$ cat config.mk
export PLATFORM = sky130hd
export DESIGN_NAME = fetch_unit
export DESIGN_NICKNAME = d
export VERILOG_FILES = /design/src/rtl/fetch_unit.sv
export SDC_FILE = /design/constraint.sdc
export NUM_CORES = 1
export LEC_CHECK = 0
export ABC_AREA = 0
export CAP_MARGIN = 5
export CORE_UTILIZATION = 51
export DETAILED_ROUTE_END_ITERATION = 8
export GPL_TIMING_DRIVEN = 0
export PLACE_DENSITY_LB_ADDON = 0.2
export SYNTH_ARGS = -nofsm -noshare
export SYNTH_HDL_FRONTEND = slang
export SYNTH_SLANG_ARGS = --single-unit
$ cat constraint.sdc
create_clock -name clk -period 3.1 [get_ports clk]
set_input_delay 0.62 -clock clk [delete_from_list [all_inputs] [get_ports clk]]
set_output_delay 0.62 -clock clk [all_outputs]
set_load 0.01 [all_outputs]
$ cat src/rtl/fetch_unit.sv
// Instruction fetch stage: in-order word requests to imem, prefetch FIFO of {pc, word}, valid/ready to decode.
// Latency: grant at t -> next request at t+1; response at t -> inst_valid at t+1 (registered FIFO write).
// Backpressure: a request is issued only while FIFO occupancy + outstanding < DEPTH, so responses never overflow.
//
// Ports:
//   clk, reset (async active-low, synchronous release)
//   imem_req/imem_addr/imem_gnt        request channel (addr word aligned, held until granted)
//   imem_rvalid/imem_rdata             in-order responses, >= 1 cycle after grant
//   inst_valid/inst_ready/inst_data/inst_pc  decode handshake
//   redirect_valid/redirect_pc         branch/jal/jalr redirect: flush, drop in-flight, restart at target
//   fetch_misaligned                   misaligned redirect target flag
//
// Optional feature: FETCH_ALIGN_CHECK_EN -- a redirect with redirect_pc[1:0] != 0 raises
// fetch_misaligned and halts fetching until the next redirect. Without it the low bits are
// ignored and fetch_misaligned is tied to 0.

module fetch_unit #(
  parameter int          DEPTH    = 4,
  parameter logic [31:0] RESET_PC = 32'h0000_0000
) (
  input  logic        clk,
  input  logic        reset,
  output logic        imem_req,
  output logic [31:0] imem_addr,
  input  logic        imem_gnt,
  input  logic        imem_rvalid,
  input  logic [31:0] imem_rdata,
  output logic        inst_valid,
  input  logic        inst_ready,
  output logic [31:0] inst_data,
  output logic [31:0] inst_pc,
  input  logic        redirect_valid,
  input  logic [31:0] redirect_pc,
  output logic        fetch_misaligned
);

  localparam int          AW      = (DEPTH > 1) ? $clog2(DEPTH) : 1;
  localparam int          CW      = AW + 1;
  localparam logic [CW:0] DEPTH_C = (CW + 1)'(DEPTH);

  logic [31:0]   fetch_pc;

  // Prefetch FIFO holding delivered {pc, word} pairs.
  logic [31:0]   buf_pc   [DEPTH];
  logic [31:0]   buf_word [DEPTH];
  logic [AW-1:0] buf_wr;
  logic [AW-1:0] buf_rd;
  logic [CW-1:0] buf_cnt;

  // PC tags of live (non-discarded) requests, matched to responses in order.
  logic [31:0]   tag_pc [DEPTH];
  logic [AW-1:0] tag_wr;
  logic [AW-1:0] tag_rd;

  logic [CW-1:0] outstanding;
  logic [CW-1:0] discard;
  logic          halted;

  logic          credit_ok;
  logic          gnt_fire;
  logic          push;
  logic          pop;
  logic [CW-1:0] outstanding_nxt;
  logic [31:0]   target_pc;

  assign target_pc = {redirect_pc[31:2], 2'b00};

  // Outstanding requests reserve FIFO slots, so every response has somewhere to land.
  assign credit_ok = ({1'b0, buf_cnt} + {1'b0, outstanding}) < DEPTH_C;

  // Gating with reset keeps the request low while reset is held yet lets the
  // first request go out in the very first cycle after release.
  assign imem_req  = reset && credit_ok && !halted && !redirect_valid;
  assign imem_addr = fetch_pc;
  assign gnt_fire  = imem_req && imem_gnt;

  assign inst_valid = (buf_cnt != '0);
  assign pop        = inst_valid && inst_ready;
  assign inst_data  = inst_valid ? buf_word[buf_rd] : '0;
  assign inst_pc    = inst_valid ? buf_pc[buf_rd]   : '0;

  // A response in the redirect cycle belongs to the old stream and is dropped.
  assign push = imem_rvalid && (discard == '0) && !redirect_valid;

  assign outstanding_nxt = outstanding + CW'(gnt_fire) - CW'(imem_rvalid);

  always_ff @(posedge clk or negedge reset) begin
    if (!reset) begin
      fetch_pc    <= RESET_PC;
      buf_wr      <= '0;
      buf_rd      <= '0;
      buf_cnt     <= '0;
      tag_wr      <= '0;
      tag_rd      <= '0;
      outstanding <= '0;
      discard     <= '0;
    end else begin
      outstanding <= outstanding_nxt;
      if (redirect_valid) begin
        // Everything still in flight after this cycle is stale.
        fetch_pc <= target_pc;
        discard  <= outstanding_nxt;
        buf_wr   <= '0;
        buf_rd   <= '0;
        buf_cnt  <= '0;
        tag_wr   <= '0;
        tag_rd   <= '0;
      end else begin
        if (gnt_fire) begin
          fetch_pc <= fetch_pc + 32'd4;
          tag_wr   <= tag_wr + AW'(1);
        end
        if (imem_rvalid && (discard != '0)) begin
          discard <= discard - CW'(1);
        end
        if (push) begin
          buf_wr <= buf_wr + AW'(1);
          tag_rd <= tag_rd + AW'(1);
        end
        if (pop) begin
          buf_rd <= buf_rd + AW'(1);
        end
        case ({push, pop})
          2'b10:   buf_cnt <= buf_cnt + CW'(1);
          2'b01:   buf_cnt <= buf_cnt - CW'(1);
          default: buf_cnt <= buf_cnt;
        endcase
      end
    end
  end

  // Storage needs no reset: it is only observed through the reset counters.
  always_ff @(posedge clk) begin
    if (gnt_fire) begin
      tag_pc[tag_wr] <= fetch_pc;
    end
    if (push) begin
      buf_pc[buf_wr]   <= tag_pc[tag_rd];
      buf_word[buf_wr] <= imem_rdata;
    end
  end

`ifdef FETCH_ALIGN_CHECK_EN
  // Every redirect re-evaluates the flag: misaligned target halts, aligned target resumes.
  always_ff @(posedge clk or negedge reset) begin
    if (!reset) begin
      halted <= 1'b0;
    end else if (redirect_valid) begin
      halted <= (redirect_pc[1:0] != 2'b00);
    end
  end
  assign fetch_misaligned = halted;
`else
  logic unused_pc_lsbs;
  assign unused_pc_lsbs   = ^redirect_pc[1:0];
  assign halted           = 1'b0;
  assign fetch_misaligned = 1'b0;
`endif

endmodule

# Yosys cells after proc, flatten, opt, wreduce, memory -nomap -nowiden
# Memory sizes are Yosys's and may differ from the RTL's.
# Index checks and enable logic that the tools add are counted.
# W data, S select, Z words.
# op_classes
add_sub_neg,11
n_mul,0
div,0
magnitude_cmp,1
eq_ne,2
n_shift,0
muxes,20
n_bitwise,0
reduce_logical,16
# op_table
cell,count
$mux W32,4
$add A32 B3 Y32 const B,1
$mux W2,8
$mux W3,3
$reduce_bool A3 Y1,3
$add A2 B1 Y2 const B,4
$reduce_bool A2 Y1,4
$logic_and A1 B1 Y1,7
$pmux W3 S2,1
$sub A3 B1 Y3 const B,2
$add A3 B3 Y4,1
$lt A4 B3 Y1 const B,1
$mux W1,4
$add A3 B1 Y3,1
$add A3 B1 Y3 const B,1
$logic_not A3 Y1,1
$sub A3 B1 Y3,1
$eq A2 B1 Y1 const B,1
$eq A2 B2 Y1 const B,1
$logic_not A1 Y1,1
# totals
reg_bits,49
latchBits,0
ramBits,384
mem_bits_ro,0
in_bits,70
word_cells,61
mem_count,3
# mem_list
name,depth,width,rd,rd_clocked_by_memory_dff,wr,line_no,rtl
buf_pc,4,32,1,0,1,44,logic [31:0] buf_pc [DEPTH];
buf_word,4,32,1,0,1,45,logic [31:0] buf_word [DEPTH];
tag_pc,4,32,1,0,1,51,logic [31:0] tag_pc [DEPTH];

# Longest topological paths before layout
# Gate-level depths: netlist (run 1).
# depth
ltp_word,8
ltp_mapped,14
mapped_depth_nobuf,12

# Worst setup path before layout (run 1)
# Ideal clock, no wire load.
# synth_path
path_kind,flip-flop to flip-flop
startpoint,register buf_cnt[2]
endpoint,register discard[2]
setup_ns,0.136
arrival_ns,3.039
t_required_ns,2.964
path_slack_ns,-0.075
path_stages_with_launch,15
path_buffers,2
synth_period_minus_slack_ns,3.175
cell_sequence,dfrtp_1 -> ha_1 -> or4b_4 -> nor4b_4 -> inv_2 -> clkbuf_1 -> buf_2 -> ha_1 -> inv_1 -> ha_1 -> inv_1 -> fa_1 -> xnor2_1 -> nand2_1 -> o21ai_0
# synth_between
elab_chain_len,8
# synth_lines
item,line_no,rtl
start: declaration,48,logic [CW-1:0] buf_cnt;
start signal: assignment,124,2'b10: buf_cnt <= buf_cnt + CW'(1);
start signal: assignment,125,2'b01: buf_cnt <= buf_cnt - CW'(1);
start signal: assignment,126,default: buf_cnt <= buf_cnt;
$add A3 B3 Y4,69,"assign credit_ok = ({1'b0, buf_cnt} + {1'b0, outstanding}) < DEPTH_C;"
$lt A4 B3 Y1,69,
$logic_and A1 B1 Y1 (2 in a row),73,assign imem_req = reset && credit_ok && !halted && !redirect_valid;
$logic_and A1 B1 Y1,75,assign gnt_fire = imem_req && imem_gnt;
$add A3 B1 Y3,85,assign outstanding_nxt = outstanding + CW'(gnt_fire) - CW'(imem_rvalid);
$sub A3 B1 Y3,85,
net outstanding_nxt[2],63,logic [CW-1:0] outstanding_nxt;
$mux W3,99,if (redirect_valid) begin
end signal: assignment,102,discard <= outstanding_nxt;
end signal: assignment,114,discard <= discard - CW'(1);
end: declaration,56,logic [CW-1:0] discard;
# The timed path passes the listed nets, and every way through them passes these cells.
# A chain may end at the register's enable or synchronous reset.

# Final worst setup path (run 1)
# layout_path
startpoint,register buf_rd[0]
endpoint,output port inst_pc[24]
# layout_between
elab_chain_len,2
# layout_lines
item,line_no,rtl
start: declaration,47,logic [AW-1:0] buf_rd;
start signal: assignment,121,buf_rd <= buf_rd + AW'(1);
$mem_v2 Z4 W32,-,
$mux W32,80,assign inst_pc = inst_valid ? buf_pc[buf_rd] : '0;
end: declaration,31,"output logic [31:0] inst_pc,"
# Every way passes these cells.

==> metrics.txt, run 1 <==
# TYPE chip_impl_metric gauge
chip_impl_metric{name="ant_diodes",unit=""} 0
chip_impl_metric{name="finalSetupViolCount",unit=""} 0
chip_impl_metric{name="clock_slew_seen_by_the_registers_of_the_worst_setup_and_hold_paths",unit="ps"} 60
chip_impl_metric{name="detail-route-antenna-nets",unit=""} 0
chip_impl_metric{name="detailed_place_hpwl",unit="um"} 20700
chip_impl_info{name="run_status",value="finished, final reports clean"} 1
chip_impl_metric{name="drt-wirelength-per-cell",unit="um"} 22.3
chip_impl_info{name="start_kind",value="flip-flop"} 1
chip_impl_metric{name="detailroute.via_count",unit=""} 8747
chip_impl_metric{name="arithmetic_cell_share_of_the_synthesized_area_counting_full_adders_half_adders_and_majority_gates",unit="%"} 1.38
chip_impl_metric{name="grtUsageTotal",unit="%"} 20.9
chip_impl_info{name="tritoncts",value="built"} 1
chip_impl_info{name="worst_setup_path_end_kind",value="output port"} 1
chip_impl_metric{name="design.portCount",unit=""} 169
chip_impl_metric{name="synth-edff-count",unit=""} 368
chip_impl_metric{name="area_growth",unit="%"} 26.0
chip_impl_metric{name="async_flop_share",unit="%"} 11.3
chip_impl_metric{name="die_width",unit="um"} 182
chip_impl_metric{name="post_place_cell_area",unit="um^2"} 18800
chip_impl_metric{name="synth.distinct_cells",unit=""} 50
chip_impl_metric{name="drt_iter0_drc",unit=""} 642
chip_impl_metric{name="max-vdd-ir-drop",unit="V"} 0.000432
chip_impl_info{name="cts_root_buf",value="clkbuf_16"} 1
chip_impl_metric{name="synth_seq_cells",unit=""} 415
chip_impl_metric{name="timing.final.ws_setup",unit="ps"} 41.8
chip_impl_metric{name="max_clock_freq",unit="MHz"} 327
chip_impl_metric{name="fin_worst_skew",unit="ps"} 12.7
chip_impl_metric{name="synth_compound_gate_area_share",unit="%"} 2.04
chip_impl_metric{name="synth_seq_area_share",unit="%"} 73.9
chip_impl_metric{name="finalCriticalPeriod",unit="ps"} 3060
chip_impl_metric{name="fraction_of_layout_cells_with_a_size_suffix_above_1",unit="%"} 20.7
chip_impl_metric{name="cp.required",unit="ps"} 2480
chip_impl_metric{name="gp_routability_congestion",unit=""} 0.824
chip_impl_metric{name="cts_htree_levels",unit=""} 2
chip_impl_metric{name="synth_simple_gate_area_share",unit="%"} 6.83
chip_impl_metric{name="worst_slew_pin_tran",unit="ps"} 1090
chip_impl_metric{name="cts_inserted_buffers",unit=""} 43
chip_impl_metric{name="synth_cell_area",unit="um^2"} 16600
chip_impl_metric{name="cp.arrival",unit="ps"} 2440
chip_impl_metric{name="drt_first_pass_iters",unit=""} 5
chip_impl_info{name="yosys-top-cells-count",value="edfxtp_1, mux4_2, and2_1"} 1
chip_impl_metric{name="grt_max_degree",unit=""} 51
chip_impl_info{name="yosys_most_used_dff",value="edfxtp_1"} 1
chip_impl_info{name="synth_area_leader_cell",value="edfxtp_1"} 1
chip_impl_metric{name="maxSlewViolCount",unit=""} 0
chip_impl_metric{name="synth-warning-count",unit=""} 0
chip_impl_metric{name="max_cap_viols",unit=""} 0
chip_impl_metric{name="grt_pass1_wl",unit="um"} 51700
chip_impl_metric{name="synthXorXnorAreaFrac",unit="%"} 1.06
chip_impl_info{name="synth.most_common_cell",value="edfxtp_1"} 1
chip_impl_metric{name="timing_hold_violations_final",unit=""} 0
chip_impl_metric{name="std_cell_rows",unit=""} 65
chip_impl_metric{name="fin_crit_sh",unit="%"} 98.7
chip_impl_metric{name="grt_antenna_before_repair",unit=""} 0
chip_impl_metric{name="floorplan.die.height",unit="um"} 182
chip_impl_metric{name="detail_route.drc_violations",unit=""} 0
chip_impl_metric{name="ctsLongestPathBuffers",unit=""} 3
chip_impl_metric{name="synth.top_cell.area_share",unit="%"} 66.8
chip_impl_info{name="synth_top_family_by_area",value="multiplexers"} 1
chip_impl_metric{name="timing.max_slew.rel_slack",unit="%"} 27.0
chip_impl_metric{name="overflow",unit=""} 0
chip_impl_metric{name="detailedPlace.worstSlack",unit="ps"} -763
chip_impl_metric{name="worst-path-max-fanout",unit=""} 10
chip_impl_metric{name="clock_latency_late_sink",unit="ps"} 520
chip_impl_metric{name="fillCellCount",unit=""} 2167
chip_impl_metric{name="avgViaCountPerCell",unit=""} 5.66
chip_impl_metric{name="timing.reg2reg.setup_slack",unit="ps"} 70
chip_impl_metric{name="reg2regPathDepth",unit=""} 8
chip_impl_metric{name="port_buffers",unit=""} 160
chip_impl_metric{name="detail_route.wirelength",unit="um"} 34500
chip_impl_metric{name="synthesis.instances",unit=""} 876
chip_impl_info{name="post_synth_main_area_contributors",value="edfxtp_1, mux4_2, dfrtp_1"} 1
chip_impl_metric{name="design.die.area",unit="um^2"} 33200
chip_impl_metric{name="syn_avg_cell_area",unit="um^2"} 18.9
chip_impl_metric{name="nets",unit=""} 1201
chip_impl_metric{name="leakagePower",unit="nW"} 7.58
chip_impl_metric{name="finalInstanceArea",unit="um^2"} 20900
chip_impl_metric{name="grt_pass1_vias",unit=""} 8944
chip_impl_metric{name="starting_utilization_of_the_core_area",unit="%"} 52.2
chip_impl_metric{name="post_synth_mux_area_share",unit="%"} 13.2
chip_impl_metric{name="clkSinkCount",unit=""} 415
chip_impl_info{name="type_of_the_worst_min_delay_path",value="in -> async"} 1
chip_impl_metric{name="core_region_area",unit="um^2"} 31700
chip_impl_info{name="grt_setup_unrepaired",value="yes"} 1
chip_impl_info{name="timing.setup.critical_path_class",value="reg -> out"} 1
chip_impl_metric{name="p_per_area",unit="nW/um^2"} 756
-- critical path, stage by stage (launching register included) --
cell and delay [ps]:
dfrtp_4 440, buf_12 150, buf_12 160, mux4_2 490
and2_1 170, clkdlybuf4s50_1 500
-- registers in the layout, indices dropped and copies added (netlist names) --
register,flops
buf_wr,2
buf_rd,2
tag_wr,2
discard,3
buf_cnt,3
buf_pc,120
outstanding,3
imem_addr,30
buf_word,128
tag_pc,120
tag_rd,2
-- layout by cell type, fill, tap and decap left out, types with 6 or more instances in the layout --
cell type | synthesis | routed
buf_4 | 6 | 19
nand4_1 | 15 | 15
buf_1 | 7 | 6
edfxtp_1 | 368 | 368
buf_12 | 0 | 15
nand3_1 | 15 | 15
clkbuf_1 | 27 | 19
clkdlybuf4s50_1 | 0 | 118
clkinv_1 | 0 | 9
ha_1 | 15 | 11
and2_1 | 76 | 68
xor2_1 | 13 | 13
o21ai_0 | 21 | 20
mux2i_1 | 10 | 10
mux4_2 | 92 | 92
inv_1 | 14 | 12
xnor2_1 | 7 | 6
dfrtp_1 | 47 | 42
clkinv_2 | 0 | 6
and2_4 | 0 | 12
dlymetal6s2s_1 | 0 | 40
nor2_1 | 27 | 27
nand2_1 | 42 | 42
clkbuf_16 | 0 | 48
-- cells by family (layout without fill, tap and decap cells) --
family / after synthesis / after routing
adders and majority gates: 17 / 17
buffers and inverters: 63 / 322
and+or+nand+nor: 205 / 210
DFF: 415 / 415
other: 1 / 5
xor gates and xnor gates: 20 / 20
AOI/OAI and AO/OA: 52 / 52
muxes: 103 / 103
-- final cells by class --
type	count	area, um^2	area share (%)
clock buffer	54	1170	5.61
tap	402	503	2.41
clock inverter	21	223	1.07
timing repair buffer	187	2120	10.2
multi-input combinational	407	4190	20.1
sequential	415	12200	58.6
inverter	15	56.3	0.270
buffer	45	362	1.73
-- report_power, final --
group | switching (W) | internal [W]
Combinational | 0.00181 | 0.00210
Clock | 0.00198 | 0.00307
Sequential | 0.000292 | 0.00652
-- per-stage QoR --
step / hold WS, ps / std cells / setup TNS, ps / total power (W) / util [%]
CTS: 72.9 / 1527 / -2020 / 0.0157 / 64.3
global route: 85.4 / 1546 / -143 / 0.0164 / 65.8
floorplan: 324 / 880 / 0 / 0.00873 / -
global placement: 509 / 1442 / -823740 / 0.0104 / 58.9
detailed placement: 496 / 1447 / -104300 / 0.0105 / 59.4
finish: 80.8 / 1546 / 0 / 0.0158 / 65.8
-- final timing paths --
| path | startpoint | end |
|---|---|---|
| min in group clk | tag_wr[0]$_DFFE_PN0N_ | tag_wr[0]$_DFFE_PN0N_ |
| worst max register to register | buf_cnt[2]$_DFFE_PN0P_ | tag_pc[1][14]$_DFFE_PP_ |
| worst min-delay path | reset | imem_addr[25]$_DFFE_PN0N_ |
| max in group asynchronous | reset | imem_addr[21]$_DFFE_PN0N_ |
| worst max-delay path | buf_rd[0]$_DFFE_PN0P_ | inst_pc[24] |
| worst min register to register | tag_wr[0]$_DFFE_PN0N_ | tag_wr[0]$_DFFE_PN0N_ |
-- metal layers --
| layer | part of all wire [%] | vias up | global-route usage, % |
|---|---|---|---|
| met5 | 0 | - | 0 |
| li1 | - | 3939 | - |
| met2 | 49 | 301 | 34.7 |
| met4 | 2.1 | 0 | 5.88 |
| met1 | 43 | 4448 | 28.8 |
| met3 | 5.6 | 59 | 3.45 |
-- repair_timing --
item                                   in CTS  in global routing
endpoints found under the hold margin       8                  0
hold buffers                                1                  0
cloned                                      4                  3
buffers inserted                            3                 16
pin swaps                                   5                 12
resized for setup                          52                 74
setup endpoints to repair                 187                 77
No activity file was read; power rests on OpenSTA's default activity.
==> run 2: changes to the inputs <==
- CORE_UTILIZATION: 51 -> 35
==> run 2 against run 1 <==
The run now ends with setup timing left; global-route usage fell by 5.1 points; worst setup slack lost 74 ps; register-to-register slack lost 100 ps; via count about the same; highest routed layer unchanged.
==> metrics.txt, run 2 (synthesis results as in run 1) <==
# TYPE chip_impl_metric gauge
chip_impl_info{name="run_status",value="finished with violations"} 1
chip_impl_info{name="violations",value="setup timing"} 1
chip_impl_info{name="type_of_the_worst_min_delay_path",value="in -> async"} 1
chip_impl_metric{name="cp.arrival",unit="ps"} 3570
chip_impl_metric{name="detail_route.drc_violations",unit=""} 0
chip_impl_metric{name="fraction_of_layout_cells_with_a_size_suffix_above_1",unit="%"} 21.1
chip_impl_info{name="reg_top3",value="buf_word x128, buf_pc x120, tag_pc x120"} 1
chip_impl_metric{name="detailedPlace.worstSlack",unit="ps"} -1080
chip_impl_info{name="worst_setup_path_end_kind",value="flip-flop"} 1
chip_impl_metric{name="post_place_cell_area",unit="um^2"} 19100
chip_impl_info{name="layout.cells.most_common",value="edfxtp_1"} 1
chip_impl_metric{name="timing_hold_violations_final",unit=""} 0
chip_impl_metric{name="maxSlewViolCount",unit=""} 0
chip_impl_metric{name="core_region_area",unit="um^2"} 46600
chip_impl_info{name="r2r_start",value="buf_cnt[2]$_DFFE_PN0P_"} 1
chip_impl_metric{name="drt-wirelength-per-cell",unit="um"} 20.9
chip_impl_metric{name="finalSetupViolCount",unit=""} 1
chip_impl_metric{name="gp_routability_congestion",unit=""} 0.824
chip_impl_metric{name="grt_max_degree",unit=""} 49
chip_impl_info{name="layout_common_cells",value="edfxtp_1, clkdlybuf4s50_1, mux4_2, and2_1, dlygate4sd2_1"} 1
chip_impl_info{name="top_register",value="buf_word"} 1
chip_impl_metric{name="clock_latency_late_sink",unit="ps"} 560
chip_impl_metric{name="timing.final.ws_setup",unit="ps"} -31.7
chip_impl_info{name="grt_setup_unrepaired",value="yes"} 1
chip_impl_metric{name="clock_slew_seen_by_the_registers_of_the_worst_setup_and_hold_paths",unit="ps"} 60
chip_impl_metric{name="timing.max_slew.rel_slack",unit="%"} 12.1
chip_impl_metric{name="finalInstanceArea",unit="um^2"} 21000
chip_impl_metric{name="max_cap_viols",unit=""} 0
chip_impl_metric{name="ctsLongestPathBuffers",unit=""} 3
chip_impl_metric{name="design.die.area",unit="um^2"} 48200
chip_impl_metric{name="leakagePower",unit="nW"} 7.21
chip_impl_metric{name="die_width",unit="um"} 219
chip_impl_info{name="timing.setup.critical_path_class",value="reg -> reg"} 1
chip_impl_metric{name="port_buffers",unit=""} 160
chip_impl_metric{name="cts_inserted_buffers",unit=""} 45
chip_impl_metric{name="fin_crit_sh",unit="%"} 101
chip_impl_metric{name="avgViaCountPerCell",unit=""} 4.97
chip_impl_metric{name="clkSinkCount",unit=""} 415
chip_impl_metric{name="design.portCount",unit=""} 169
chip_impl_metric{name="grt_pass1_vias",unit=""} 9138
chip_impl_metric{name="std_cell_rows",unit=""} 79
chip_impl_metric{name="p_per_area",unit="nW/um^2"} 752
chip_impl_metric{name="reg2regPathDepth",unit=""} 6
chip_impl_metric{name="grt_antenna_before_repair",unit=""} 1
chip_impl_metric{name="post-place-cells",unit=""} 1652
chip_impl_metric{name="fin_worst_skew",unit="ps"} 10.2
chip_impl_metric{name="grtUsageTotal",unit="%"} 15.8
chip_impl_metric{name="drt_first_pass_iters",unit=""} 4
chip_impl_metric{name="largest_register_ff_count",unit=""} 128
chip_impl_metric{name="fin_worst_hold_slack",unit="ps"} 98.4
chip_impl_metric{name="timing.reg2reg.setup_slack",unit="ps"} -30
chip_impl_metric{name="worst-path-max-fanout",unit=""} 4
chip_impl_metric{name="max-vdd-ir-drop",unit="V"} 0.000364
chip_impl_metric{name="cp.required",unit="ps"} 3540
chip_impl_metric{name="drt_iter0_drc",unit=""} 516
chip_impl_metric{name="detail-route-antenna-nets",unit=""} 0
chip_impl_metric{name="finalCriticalPeriod",unit="ps"} 3130
chip_impl_metric{name="detailroute.via_count",unit=""} 8746
chip_impl_metric{name="area_growth",unit="%"} 26.9
chip_impl_metric{name="nets",unit=""} 1205
chip_impl_metric{name="floorplan.die.height",unit="um"} 219
chip_impl_metric{name="grt_pass1_wl",unit="um"} 56200
chip_impl_metric{name="detail_route.wirelength",unit="um"} 36800
chip_impl_metric{name="max_clock_freq",unit="MHz"} 319
chip_impl_info{name="start_kind",value="flip-flop"} 1
chip_impl_info{name="r2r_end",value="imem_addr[18]$_DFFE_PN0N_"} 1
chip_impl_info{name="tritoncts",value="built"} 1
chip_impl_metric{name="overflow",unit=""} 0
chip_impl_metric{name="finalNonFillerCells",unit=""} 1759
chip_impl_metric{name="worst_slew_pin_tran",unit="ps"} 1300
chip_impl_metric{name="cts_htree_levels",unit=""} 2
chip_impl_metric{name="detailed_place_hpwl",unit="um"} 22800
chip_impl_info{name="cts_root_buf",value="clkbuf_16"} 1
chip_impl_metric{name="starting_utilization_of_the_core_area",unit="%"} 35.6
run 2: cell types whose count changed in the layout (fill, tap and decap cells not counted), moves of 4 or more:
cell             delta
dlygate4sd2_1      +48
buf_12              -6
dlymetal6s2s_1     -39
buf_4               +4
clkdlybuf4s50_1    -15
ha_1                +4
run 2: metrics by stage:
stage	total power [W]	TNS [ps]	utilization (%)
2_1_floorplan	0.00873	0	-
3_3_place_gp	0.0106	-929020	40.7
3_5_place_dp	0.0106	-160740	41.0
4_1_cts	0.0160	0	45.0
5_1_grt	0.0166	-94.6	45.1
6_report	0.0158	-31.7	45.1
run 2: area by class of cell:
cell class,count,area (um^2)
repair buffers,188,1950
well taps,607,759
plain buffers,45,378
fillers,4052,25600
flip-flops and latches,415,12200
clock buffers,57,1210
diodes,1,2.50
inverters,15,56.3
multi-input cells,408,4170
clock inverters,23,238
run 2: repair_timing:
item,4_1_cts,5_1_grt
hold buffers,2,0
pin swaps,6,6
cloned,7,2
resized for setup,140,10
buffers inserted,15,3
endpoints found under the setup margin,187,31
hold endpoints to repair,22,0
run 2: critical path: stages (launching register included):
cell,delay (ps)
dfrtp_2,430
ha_1,280
or4b_4,520
buf_4,160
nor4b_1,1040
nand3_1,240
o311ai_0,340
run 2: metal layers:
layer | part of all wire (%) | global-route usage [%]
met1 | 43 | 21.2
met2 | 49 | 25.6
met3 | 5.5 | 2.90
met4 | 2.5 | 5.72
met5 | 0 | 0
run 2: worst max path at each step:
stage	start	endpoint	slack (ps)
3_3_place_gp	reset	tag_pc[1][19]$_DFFE_PP_	-2600
2_1_floorplan	buf_cnt[2]$_DFFE_PN0P_	discard[2]$_DFFE_PN0P_	30
5_1_grt	buf_cnt[2]$_DFFE_PN0P_	discard[2]$_DFFE_PN0P_	-70
3_5_place_dp	reset	tag_pc[2][14]$_DFFE_PP_	-1080
4_1_cts	buf_rd[0]$_DFFE_PN0P_	inst_pc[7]	5
6_report	buf_cnt[2]$_DFFE_PN0P_	imem_addr[18]$_DFFE_PN0N_	-30
run 2: where the power goes:
part / switching, W / internal (W) / total [W]
registers: 0.000282 / 0.00652 / 0.00680
clock network: 0.00209 / 0.00317 / 0.00526
logic: 0.00180 / 0.00194 / 0.00373
total: 0.00417 / 0.0116 / 0.0158
==> run 3: changes to the inputs <==
- SLEW_MARGIN: not set -> 20
==> run 3 against run 2 <==
The run ends with hold timing left; design area is 0.68% lower; count of clock-buffer cells in the layout fell by 3; sequential share of layout area up 0.40 points; die area unchanged; critical endpoint unchanged.
==> metrics.txt, run 3 (synthesis results as in run 1) <==
# TYPE chip_impl_metric gauge
chip_impl_info{name="run_status",value="finished with violations"} 1
chip_impl_info{name="violations",value="hold timing"} 1
chip_impl_info{name="cts_root_buf",value="clkbuf_16"} 1
chip_impl_metric{name="clock_latency_late_sink",unit="ps"} 570
chip_impl_metric{name="grt_pass1_wl",unit="um"} 56300
chip_impl_metric{name="grt_pass1_vias",unit=""} 9185
chip_impl_metric{name="detail-route-antenna-nets",unit=""} 0
chip_impl_metric{name="detailroute.via_count",unit=""} 8693
chip_impl_metric{name="maxSlewViolCount",unit=""} 0
chip_impl_metric{name="starting_utilization_of_the_core_area",unit="%"} 35.6
chip_impl_metric{name="area_growth",unit="%"} 26.0
chip_impl_metric{name="met2RoutedLength",unit="um"} 18300
chip_impl_info{name="grt_setup_unrepaired",value="yes"} 1
chip_impl_metric{name="clock_slew_seen_by_the_registers_of_the_worst_setup_and_hold_paths",unit="ps"} 60
chip_impl_metric{name="detailed_place_hpwl",unit="um"} 22900
chip_impl_metric{name="fin_worst_skew",unit="ps"} 16.0
chip_impl_info{name="start_kind",value="flip-flop"} 1
chip_impl_metric{name="design.portCount",unit=""} 169
chip_impl_metric{name="largest_register_ff_count",unit=""} 128
chip_impl_metric{name="comb_power_share",unit="%"} 23.8
chip_impl_metric{name="timing.final.ws_setup",unit="ps"} 22.4
chip_impl_metric{name="finalCriticalPeriod",unit="ps"} 3080
chip_impl_metric{name="finalSetupViolCount",unit=""} 0
chip_impl_metric{name="floorplan.die.height",unit="um"} 219
chip_impl_metric{name="ctsLongestPathBuffers",unit=""} 3
chip_impl_metric{name="critPathMaxStageDelay",unit="ps"} 1040
chip_impl_metric{name="max-vdd-ir-drop",unit="V"} 0.000359
chip_impl_metric{name="drt_first_pass_iters",unit=""} 7
chip_impl_info{name="top_layer_used_by_detailed_routing",value="met4"} 1
chip_impl_metric{name="std_cell_rows",unit=""} 79
chip_impl_metric{name="power_frac_clock",unit="%"} 32.5
chip_impl_metric{name="fin_crit_sh",unit="%"} 99.3
chip_impl_info{name="timing.critical_path.max_delay_family",value="simple AND/OR/NAND/NOR gates"} 1
chip_impl_metric{name="gp_routability_congestion",unit=""} 0.824
chip_impl_metric{name="design.die.area",unit="um^2"} 48200
chip_impl_metric{name="timing.max_slew.rel_slack",unit="%"} 12.0
chip_impl_info{name="type_of_the_worst_min_delay_path",value="in -> async"} 1
chip_impl_info{name="tritoncts",value="built"} 1
chip_impl_metric{name="detail_route.drc_violations",unit=""} 0
chip_impl_metric{name="ant_diodes",unit=""} 0
chip_impl_metric{name="p_sw_share",unit="%"} 27.2
chip_impl_info{name="layout.cells.most_common",value="edfxtp_1"} 1
chip_impl_metric{name="worst-path-max-fanout",unit=""} 4
chip_impl_metric{name="fraction_of_layout_cells_with_a_size_suffix_above_1",unit="%"} 21.0
chip_impl_metric{name="cts_htree_levels",unit=""} 2
chip_impl_metric{name="met3_length",unit="um"} 1970
chip_impl_metric{name="p_per_area",unit="nW/um^2"} 746
chip_impl_metric{name="grt_max_degree",unit=""} 49
chip_impl_metric{name="post-place-cells",unit=""} 1651
chip_impl_info{name="timing.setup.critical_path_class",value="reg -> reg"} 1
chip_impl_metric{name="finalNonFillerCells",unit=""} 1756
chip_impl_info{name="top_register",value="buf_word"} 1
chip_impl_metric{name="detail_route.wirelength",unit="um"} 37100
chip_impl_metric{name="critical_path.n_buffers_inverters",unit=""} 1
chip_impl_metric{name="layout.core_utilization",unit="%"} 44.8
chip_impl_metric{name="core_region_area",unit="um^2"} 46600
chip_impl_metric{name="max_cap_viols",unit=""} 0
chip_impl_metric{name="cts_inserted_buffers",unit=""} 45
chip_impl_metric{name="multi_input_area",unit="um^2"} 4170
chip_impl_metric{name="detailedPlace.worstSlack",unit="ps"} -904
chip_impl_metric{name="clkSinkCount",unit=""} 415
chip_impl_metric{name="timing_hold_violations_final",unit=""} 28
chip_impl_metric{name="timing.reg2reg.setup_slack",unit="ps"} 20
chip_impl_metric{name="overflow",unit=""} 0
chip_impl_metric{name="die_width",unit="um"} 219
chip_impl_info{name="worstPathCellList",value="ha_2 -> or4b_4 -> buf_4 -> nor4b_1 -> nand3_1 -> o311ai_0"} 1
chip_impl_info{name="timing.critical_path.slowest_stage_cell",value="nor4b_1"} 1
chip_impl_metric{name="fin_worst_hold_slack",unit="ps"} -69.4
chip_impl_metric{name="nets",unit=""} 1202
chip_impl_metric{name="leakagePower",unit="nW"} 7.18
chip_impl_info{name="worst_setup_path_end_kind",value="flip-flop"} 1
chip_impl_metric{name="avgViaCountPerCell",unit=""} 4.95
chip_impl_metric{name="p_switching",unit="W"} 0.00423
chip_impl_metric{name="drt_iter0_drc",unit=""} 467
chip_impl_metric{name="grt_antenna_before_repair",unit=""} 0
chip_impl_info{name="reg_top3",value="buf_word x128, buf_pc x120, tag_pc x120"} 1
chip_impl_metric{name="worst_slew_pin_tran",unit="ps"} 1300
chip_impl_metric{name="fillCellCount",unit=""} 4079
chip_impl_metric{name="port_buffers",unit=""} 160
chip_impl_metric{name="ff_latch_area",unit="um^2"} 12200
chip_impl_metric{name="cp.required",unit="ps"} 3550
chip_impl_metric{name="max_clock_freq",unit="MHz"} 325
chip_impl_metric{name="internal",unit="W"} 0.0113
chip_impl_metric{name="overall_power",unit="W"} 0.0156
chip_impl_metric{name="cp.arrival",unit="ps"} 3530
chip_impl_metric{name="drt-wirelength-per-cell",unit="um"} 21.1
chip_impl_info{name="layout_common_cells",value="edfxtp_1, clkdlybuf4s50_1, mux4_2, and2_1, dlygate4sd2_1"} 1
chip_impl_metric{name="reg2regPathDepth",unit=""} 6
chip_impl_info{name="r2r_end",value="imem_addr[18]$_DFFE_PN0N_"} 1
chip_impl_info{name="r2r_start",value="outstanding[1]$_DFF_PN0_"} 1
chip_impl_metric{name="p_seq_share",unit="%"} 43.7
chip_impl_metric{name="met1Wirelength",unit="um"} 16000
chip_impl_metric{name="grtUsageTotal",unit="%"} 15.9
-- run 3: layout make-up --
type                            count  area share [%]
Buffer                             45            1.75
Clock buffer                       54            5.56
Clock inverter                     27            1.13
Inverter                           15           0.270
Multi-Input combinational cell    406            20.0
Sequential cell                   415            58.7
Tap cell                          607            3.64
Timing Repair Buffer              187            8.99
-- run 3: power groups by stage --
| stage | logic [W] | clock network [W] | registers, W |
|---|---|---|---|
| finish | 0.00370 | 0.00506 | 0.00680 |
| global route | 0.00407 | 0.00542 | 0.00684 |
| CTS | 0.00379 | 0.00522 | 0.00680 |
| detailed placement | 0.00371 | 0 | 0.00691 |
| global placement | 0.00365 | 0 | 0.00691 |
| floorplan | 0.00190 | 0 | 0.00683 |
-- run 3: stage by stage --
| stage | TNS (ps) | hold WS (ps) | area [um^2] |
|---|---|---|---|
| 3_5_place_dp | -148770 | 525 | 19000 |
| 4_1_cts | -50.9 | 70.4 | 20800 |
| 2_1_floorplan | 0 | 324 | 16600 |
| 5_1_grt | -12.9 | -66.6 | 20900 |
| 6_report | 0 | -69.4 | 20900 |
| 3_3_place_gp | -929020 | 526 | 19000 |
-- run 3: worst max-delay path by stage --
stage	start	cells past startpoint	slack, ps	to
2_1_floorplan	buf_cnt[2]$_DFFE_PN0P_	14	30	discard[2]$_DFFE_PN0P_
3_3_place_gp	reset	6	-2600	tag_pc[1][19]$_DFFE_PP_
3_5_place_dp	reset	6	-900	tag_pc[2][14]$_DFFE_PP_
4_1_cts	buf_rd[1]$_DFFE_PN0P_	4	-50	inst_pc[12]
5_1_grt	outstanding[1]$_DFF_PN0_	13	-10	discard[2]$_DFFE_PN0P_
6_report	outstanding[1]$_DFF_PN0_	6	20	imem_addr[18]$_DFFE_PN0N_
-- run 3: repair_timing --
item                                    CTS  global route
gates resized for setup                 142            14
pin swaps                                 6             4
buffers inserted                         15             3
gates cloned                              7             0
endpoints found under the setup margin  187            97
hold endpoints to repair                  0             4
hold buffers                              0             2
-- run 3: routing by layer --
layer	vias up	GRT usage, %
li1	3947	-
met1	4457	21.0
met2	231	26.2
met3	58	2.98
met4	0	5.49
met5	-	0
